### config.mk
export PLATFORM = sky130hd
export DESIGN_NAME = sym2b_byte_packer
export DESIGN_NICKNAME = d
export VERILOG_FILES = /design/src/rtl/sym2b_byte_packer.sv
export SDC_FILE = /design/constraint.sdc
export NUM_CORES = 1
export LEC_CHECK = 0
export BUFFER_PORTS_ARGS = -buffer_cell sky130_fd_sc_hd__buf_2
export CAP_MARGIN = 20
export CORE_MARGIN = 2
export CORE_UTILIZATION = 59
export CTS_BUF_LIST = sky130_fd_sc_hd__clkbuf_4 sky130_fd_sc_hd__clkbuf_8 sky130_fd_sc_hd__clkbuf_16
export DETAILED_ROUTE_END_ITERATION = 8
export GPL_TIMING_DRIVEN = 0
export PLACE_DENSITY = 0.87
export RECOVER_POWER = 50
export SYNTH_ARGS = -nofsm -noshare
export SYNTH_HDL_FRONTEND = slang
export SYNTH_SLANG_ARGS = --single-unit
### constraint.sdc
create_clock -name clk -period 2.86 [get_ports clk]
set_input_delay 0.143 -clock clk [delete_from_list [all_inputs] [get_ports clk]]
set_output_delay 0.143 -clock clk [all_outputs]
set_load 0.03 [all_outputs]
### src/rtl/sym2b_byte_packer.sv
// sym2b_byte_packer
//   Hunts for byte alignment in a stream of 2-bit symbols by matching a
//   sync word, then packs four consecutive symbols (first symbol in [7:6])
//   into an 8-bit data word. Sync words are consumed internally. Lock is
//   dropped when more than MAX_GAP data words arrive without a sync word.
//
// Ports
//   clk         rising-edge clock
//   reset_L     asynchronous active-low reset
//   data_in     2-bit symbol from the upstream mux
//   valid_in    data_in carries a valid symbol this cycle
//   data_out    last packed data word, held between pulses
//   valid_out   one-cycle pulse when data_out is updated
//   locked      high while aligned
//   sync_pulse  one-cycle pulse per detected sync word
//   loss_pulse  one-cycle pulse when lock is dropped on gap timeout
module sym2b_byte_packer #(
    parameter logic [7:0]  SYNC_WORD = 8'hBC,
    parameter int unsigned MAX_GAP   = 8
) (
    input  logic       clk,
    input  logic       reset_L,
    input  logic [1:0] data_in,
    input  logic       valid_in,
    output logic [7:0] data_out,
    output logic       valid_out,
    output logic       locked,
    output logic       sync_pulse,
    output logic       loss_pulse
);

    localparam logic [7:0] GAP_LIMIT = 8'(MAX_GAP);

    typedef enum logic {
        SEARCH,
        ALIGNED
    } state_t;

    state_t     state, state_nx;
    logic [7:0] shift, shift_nx;
    logic [1:0] sym_cnt, sym_cnt_nx;
    logic [7:0] gap_cnt, gap_nx;
    logic [7:0] data_nx;
    logic       valid_nx, sync_nx, loss_nx;

    logic [7:0] next_shift;
    logic       is_sync;
    logic       word_done;

    assign next_shift = {shift[5:0], data_in};
    assign is_sync    = (next_shift == SYNC_WORD);
    assign word_done  = (sym_cnt == 2'd3);

    // State register
    always_ff @(posedge clk or negedge reset_L) begin
        if (!reset_L) begin
            state <= SEARCH;
        end else begin
            state <= state_nx;
        end
    end

    // Next-state logic
    always_comb begin
        state_nx = state;
        if (valid_in) begin
            case (state)
                SEARCH: begin
                    if (is_sync) begin
                        state_nx = ALIGNED;
                    end
                end
                ALIGNED: begin
                    if (word_done && !is_sync && gap_cnt >= GAP_LIMIT) begin
                        state_nx = SEARCH;
                    end
                end
                default: state_nx = SEARCH;
            endcase
        end
    end

    // Datapath and output next-values; everything lands in registers below
    always_comb begin
        shift_nx   = shift;
        sym_cnt_nx = sym_cnt;
        gap_nx     = gap_cnt;
        data_nx    = data_out;
        valid_nx   = 1'b0;
        sync_nx    = 1'b0;
        loss_nx    = 1'b0;
        if (valid_in) begin
            shift_nx = next_shift;
            case (state)
                SEARCH: begin
                    if (is_sync) begin
                        sync_nx    = 1'b1;
                        sym_cnt_nx = 2'd0;
                        gap_nx     = '0;
                    end
                end
                ALIGNED: begin
                    sym_cnt_nx = sym_cnt + 2'd1;
                    if (word_done) begin
                        if (is_sync) begin
                            sync_nx = 1'b1;
                            gap_nx  = '0;
                        end else if (gap_cnt < GAP_LIMIT) begin
                            data_nx  = next_shift;
                            valid_nx = 1'b1;
                            gap_nx   = gap_cnt + 8'd1;
                        end else begin
                            // Timed-out word is dropped; the window restarts
                            // empty so the hunt begins from a clean slate.
                            loss_nx  = 1'b1;
                            shift_nx = '0;
                            gap_nx   = '0;
                        end
                    end
                end
                default: ;
            endcase
        end
    end

    always_ff @(posedge clk or negedge reset_L) begin
        if (!reset_L) begin
            shift      <= '0;
            sym_cnt    <= '0;
            gap_cnt    <= '0;
            data_out   <= '0;
            valid_out  <= 1'b0;
            sync_pulse <= 1'b0;
            loss_pulse <= 1'b0;
        end else begin
            shift      <= shift_nx;
            sym_cnt    <= sym_cnt_nx;
            gap_cnt    <= gap_nx;
            data_out   <= data_nx;
            valid_out  <= valid_nx;
            sync_pulse <= sync_nx;
            loss_pulse <= loss_nx;
        end
    end

    assign locked = (state == ALIGNED);

endmodule

==> summary.txt, run 1 <==
Synth
  – Synth warn: 0
  – Synth Area in Compound Gates: 6.108%
  – Synthesized netlist cell count: 94
  – Yosys reg bits: 28
  – Simple-gate portion of the synthesized area: 13.35%
  – Post-Synthesis Net Count: 102
  – Ys async rst share: 100.0%
  – Synth area leader: dfrtp_1
  – Number of flops mapped to enable cells by yosys: 0
  – Synth cell count leaders: 28 x dfrtp_1, 8 x mux2_4, 7 x mux2i_1, 7 x nand2_1, 7 x nor2_1
  – Most frequent cell after synthesis: dfrtp_1
  – Mean Syn Cell Area: 12.86 um^2
  – Top cells by area, synth: dfrtp_1 58%, mux2_4 9.9%, mux2i_1 5.8%, ha_1 3.1%, nand2_1 2.2%
  – Cell Area, Synth: 1209 um^2
  – Post-Synth Adder-Cell Area: 3.106%
  – Most used DFF post-synth: dfrtp_1
  – Xor/xnor share of the synthesized area: 0%
  – Largest family of logic cells by synthesized area: multiplexers
  – Netlist cell types: 30
  – Sequential-to-total area share from yosys stat: 57.97%
  – Post-synth top area share: 57.97%
  – Mux cell area share after synthesis: 16.67%

Global route
  – Antenna violations before repair: 0
  – Vias in the first global route: 757
  – Total gr overflow: 0
  – Largest net degree at the start of global routing: 29
  – First-pass GRT wire length: 3.477 mm
  – Gr usage total: 19.75%

Final layout
  – Share of post-route cells with drive strength above 1: 22.81%
  – Layout Cells excl Fill: 141
  – Nets: 124
  – Fill count: 158
  – Diode count: 0
  – Area grow syn2layout: 11.39%

Critical path
  – Crit Path Category: reg -> reg
  – Critical Path Start: shift[4]
  – Internal reg-to-reg setup slack: 1.05 ns
  – R2R depth: 5
  – R2r endpoint: data_out[0]
  – Reg2reg start: shift[4]
  – Critical Path Fanout Max: 10
  – Worst Setup Start Kind: flip-flop
  – Crit. End Element: flip-flop
  – Critical Path RT: 3.07 ns
  – Arr. time, crit path: 2.02 ns

Timing
  – F_max: 553.8 MHz
  – Final Max Slew Viols: 0
  – Final setup vio count: 0
  – Setup TNS: 0 ns
  – Worst slew pin tran: 1.488 ns
  – Slew headroom: 0.7709%
  – Unrepaired setup endpoints after global routing: false
  – Fin crit share: 63.13%
  – Skew final: 0.004070 ns
  – Hold Slack: 0.07385 ns
  – Final Critical Period: 1.806 ns
  – Final number of hold-violating endpoints: 0

Hold path
  – Hold path start: data_in[1]
  – Hold endpoint: data_out[1]
  – HP Class: in -> reg
  – Hold depth: 2

Placement
  – Dpl cells: 137
  – Number of port buffers: 16
  – RePlAce Congestion: 0.7861
  – Final HPWL DP: 1.480 mm

Route
  – Final WL: 2.032 mm
  – TritonRoute pass-1 iters: 4
  – Wirelength per Cell: 14.41 um
  – Vias: 774
  – Met2 WL: 981 um
  – Routed Antenna Nets: 0
  – Highest Signal Layer: met4
  – DRC viols: 0
  – Starting DRC count in detailed routing: 13
  – DRT met1 WL: 939 um
  – Avg Vias per Cell: 5.489
  – Routed met3 length: 64 um

Clock tree
  – Clock Root Buffer: clkbuf_4
  – CTS buffer count: 3
  – Post-CTS Setup Inserts: 0
  – CTS-repair resized insts: 0
  – TritonCTS clock tree: done
  – Hold Buf Count CTS: 1
  – Deepest level of the CTS H-tree: 1
  – Clock transition at path regs: 0.13 ns
  – Worst skew pair latency: 0.32 ns
  – Num Clock Sinks: 28
  – CTS max path bufs: 2

Floorplanning
  – Die area: 2427 um^2
  – Core footprint: 1942 um^2
  – Initial Util: 62.24%
  – Die Ht: 49.26 um
  – Ports: 17
  – Die Wd: 49.26 um
  – Row cnt: 16

Power and ir drop
  – Pleak: 0.6838 nW
  – Design Power: 1.000 mW
  – Peak supply drop: 0.6216 mV
  – PD cells: 742.9 nW/um^2

Run status
  – Outcome: complete, no violations

Job
  – Total of max-cap violations: 0
==> sequential cells by signal, indices dropped and copies added (netlist names) <==
name	flops
data_out	8
gap_cnt	8
shift	6
sym_cnt	2
locked	1
loss_pulse	1
sync_pulse	1
valid_out	1
==> cells in the final DEF, fill, tap and decap left out <==
master	instances
clkbuf_1	8
o41ai_1	1
or3_1	1
nand3b_1	1
mux2_4	8
nor2_1	7
a21o_1	1
mux2_2	1
nand2_1	7
and2_2	1
nand4b_1	1
nand4_1	1
a21oi_1	2
buf_6	1
a32o_1	2
o2bb2ai_1	1
inv_2	1
nand3_1	2
buf_1	1
ha_1	3
nor3_1	3
or2_1	1
o21ai_0	2
and2_1	3
inv_1	3
clkbuf_4	3
or4_4	1
dfrtp_1	28
a22o_1	1
buf_2	9
mux2i_1	7
nor2_4	1
dlygate4sd3_1	1
==> where the power goes <==
| part | internal, mW | switching, mW | leakage, nW |
|---|---|---|---|
| Clock | 0.0494 | 0.100 | 0.0138 |
| Sequential | 0.476 | 0.0594 | 0.368 |
| Combinational | 0.133 | 0.181 | 0.302 |
==> per-stage QoR <==
| step | worst slack (ns) | util, % | instance area, um^2 |
|---|---|---|---|
| detailed placement | 1.080 | 68.11 | 1323 |
| floorplan | 1.193 | - | 1209 |
| global placement | 1.131 | 68.11 | 1323 |
| finish | 1.054 | 69.33 | 1346 |
| CTS | 1.056 | 69.78 | 1355 |
| global route | 0.9755 | 69.33 | 1346 |
==> area by class of cell <==
cell class / instances / area (um^2) / area share [%]
inverter: 4 / 15.01 / 1.115
tap: 27 / 33.78 / 2.509
buffer: 3 / 18.77 / 1.394
timing repair buffer: 17 / 81.33 / 6.041
sequential: 28 / 700.7 / 52.04
clock buffer: 3 / 22.52 / 1.673
multi-input combinational: 59 / 474.2 / 35.22
==> worst max-delay path, cell delays in order (launching register included) <==
cell	delay, ns
dfrtp_1	0.42
nand4b_1	0.25
or3_1	0.43
nand3b_1	0.11
buf_6	0.18
mux2_4	0.32
==> worst max-delay path by stage <==
| stage | endpoint | slack [ns] | cells after the start |
|---|---|---|---|
| floorplan | data_out[0] | 1.19 | 5 |
| global placement | data_out[5] | 1.13 | 5 |
| detailed placement | data_out[0] | 1.08 | 5 |
| CTS | data_out[0] | 1.06 | 5 |
| global route | data_out[3] | 0.98 | 5 |
| finish | data_out[0] | 1.05 | 5 |
==> metal layers <==
metal / vias up / global-route usage, %
met5: - / 0
met4: 0 / 10.00
met3: 5 / 4.294
met2: 11 / 31.98
met1: 390 / 24.95
li1: 368 / -
==> kinds of logic (layout without fill, tap and decap cells) <==
kind of cell	Yosys count	in the layout
buf+inv	7	27
simple gates	30	30
fa+ha+maj	3	3
flops	28	28
mux	16	16
compound gates	10	10
Note: power is estimated with default switching activity, not from simulation.
==> inputs of run 2 (changes only) <==
Settings changed: CORE_UTILIZATION 59 to 49, PLACE_DENSITY 0.87 to 0.78.
Clock period 2.86 ns to 1.5 ns, I/O delays scaled along.
==> run 2 against run 1 <==
  * The run now ends with negative setup slack left
  * Non-clock buffer count rose by 5
  * Die area increased by 19%
  * Wire length is 14% higher
  * Critical endpoint unchanged
  * Clock power grew to 3.3 times the previous value
  * Highest routed layer unchanged
  * First-iteration DRC count is 38% lower
  * Largest power group unchanged
  * Core utilization decreased by 4.8 points
  * Clock skew up 0.0040 ns
  * Critical path depth is the same
  * Global-route usage decreased by 2.4 points
==> summary.txt, run 2 (synthesis results as in run 1) <==
Run status
  – Outcome: finished with violations
  – Failing checks: negative setup slack

Placement
  – RePlAce Congestion: 0.8232
  – Setup WS pre-CTS: -0.2493 ns
  – Number of port buffers: 16
  – Dpl cell area: 1326 um^2
  – Dpl cells: 138
  – Final HPWL DP: 1.480 mm

Route
  – DRC viols: 0
  – TritonRoute pass-1 iters: 4
  – Wirelength per Cell: 15.64 um
  – Starting DRC count in detailed routing: 8
  – Routed Antenna Nets: 0
  – Final WL: 2.315 mm
  – Avg Vias per Cell: 5.507
  – Vias: 815

Clock tree
  – CTS buffer count: 3
  – Clock Root Buffer: clkbuf_4
  – TritonCTS clock tree: done
  – Clock transition at path regs: 0.15 ns
  – Worst skew pair latency: 0.33 ns
  – Num Clock Sinks: 28
  – Deepest level of the CTS H-tree: 1
  – CTS max path bufs: 2

Final layout
  – Layout Cells excl Fill: 148
  – Regs by FF count: data_out x8, gap_cnt x8, shift x6
  – Nets: 129
  – Share of post-route cells with drive strength above 1: 39.17%
  – Final Instance Area: 1469 um^2
  – Area grow syn2layout: 21.53%
  – Most frequent cells in the layout: 27 x dfrtp_1, 15 x buf_2, 8 x mux2_4
  – Diode count: 0
  – Commonest non-fill, non-tap cell in the layout: dfrtp_1

Floorplanning
  – Core footprint: 2276 um^2
  – Die area: 2880 um^2
  – Row cnt: 17
  – Die Ht: 53.67 um
  – Initial Util: 53.11%
  – Ports: 17
  – Die Wd: 53.67 um

Critical path
  – Critical Path RT: 1.73 ns
  – R2R depth: 5
  – Critical Path Start: gap_cnt[6]
  – R2r endpoint: data_out[0]
  – Worst Setup Start Kind: flip-flop
  – Crit Path Category: reg -> reg
  – Arr. time, crit path: 1.99 ns
  – Reg2reg start: gap_cnt[6]
  – Crit. End Element: flip-flop
  – CP endpoint: data_out[0]
  – Internal reg-to-reg setup slack: -0.26 ns
  – Critical Path Fanout Max: 10

Timing
  – Unrepaired setup endpoints after global routing: true
  – Skew final: 0.008075 ns
  – F_max: 567.2 MHz
  – Worst slew pin tran: 0.7007 ns
  – Fin crit share: 117.5%
  – Hold Slack: 0.01745 ns
  – Slew headroom: 53.28%
  – Final setup vio count: 18
  – Final number of hold-violating endpoints: 0
  – Final Critical Period: 1.763 ns
  – Final setup margin: -0.2631 ns
  – Final Max Slew Viols: 0
  – Setup TNS: -2.808 ns

Job
  – Total of max-cap violations: 0

Global route
  – Largest net degree at the start of global routing: 29
  – Vias in the first global route: 800
  – First-pass GRT wire length: 3.512 mm
  – Antenna violations before repair: 0
  – Total gr overflow: 0
  – Gr usage total: 17.32%

Power and ir drop
  – Pleak: 0.7862 nW
  – PD cells: 1473 nW/um^2
  – Peak supply drop: 0.8686 mV

Hold path
  – HP Class: in -> reg
  – Hold depth: 2
  – Hold path start: data_in[1]
==> run 2: cell count changes in the layout (fill, tap and decap cells not counted), moves of 2 or more <==
cell	change
clkbuf_1	-8
buf_4	+6
nand2_1	-2
nand2_2	+2
and2_4	+2
buf_2	+6
and2_1	-2
==> run 2: routing by layer <==
metal  track usage, %  vias up  wire length (um)
li1                 -      383                 -
met1            21.33      403              1035
met2            27.64       21              1123
met3            2.500        8                72
met4            12.39        0                83
met5                0        -                 0
==> run 2: critical path: stages, from the launching register on <==
cell and delay [ns]:
dfrtp_1 0.41, or4_4 0.56, nor2_4 0.12, nand3b_1 0.10
buf_6 0.17, mux2_4 0.30
==> run 2: stage by stage <==
stage               util (%)  total power, mW
global placement       58.27            1.609
CTS                    62.89            2.156
finish                 64.54            2.164
global route           64.54            2.262
detailed placement     58.27            1.643
floorplan                  -            1.466
==> run 2: layout make-up <==
cell class                      count  area, um^2
Tap cell                           28       35.03
Multi-Input combinational cell     59       514.2
Inverter                            4       15.01
Clock buffer                        3       22.52
Sequential cell                    28       701.9
Buffer                              2       15.01
Fill cell                         165       807.0
Timing Repair Buffer               23       135.1
Clock inverter                      1       30.03
==> run 2: what timing repair did <==
action	4_1_cts	5_1_grt
pin swaps	2	3
endpoints found under the setup margin	22	24
hold endpoints to repair	28	0
buffers inserted	1	5
resized for setup	6	3
hold buffers	1	0
==> run 2: power by group <==
| group | switching, mW | internal [mW] |
|---|---|---|
| Combinational | 0.356 | 0.287 |
| Sequential | 0.120 | 0.909 |
| Clock | 0.222 | 0.270 |
| Total | 0.698 | 1.47 |
==> run 2: worst min path at each step <==
stage                     slack (ns)           to
after global routing           0.002  data_out[1]
after floorplan                -0.22  data_out[0]
after global placement          0.11   sync_pulse
after CTS                      0.006  data_out[1]
final                           0.02  data_out[1]
after detailed placement        0.12  data_out[0]
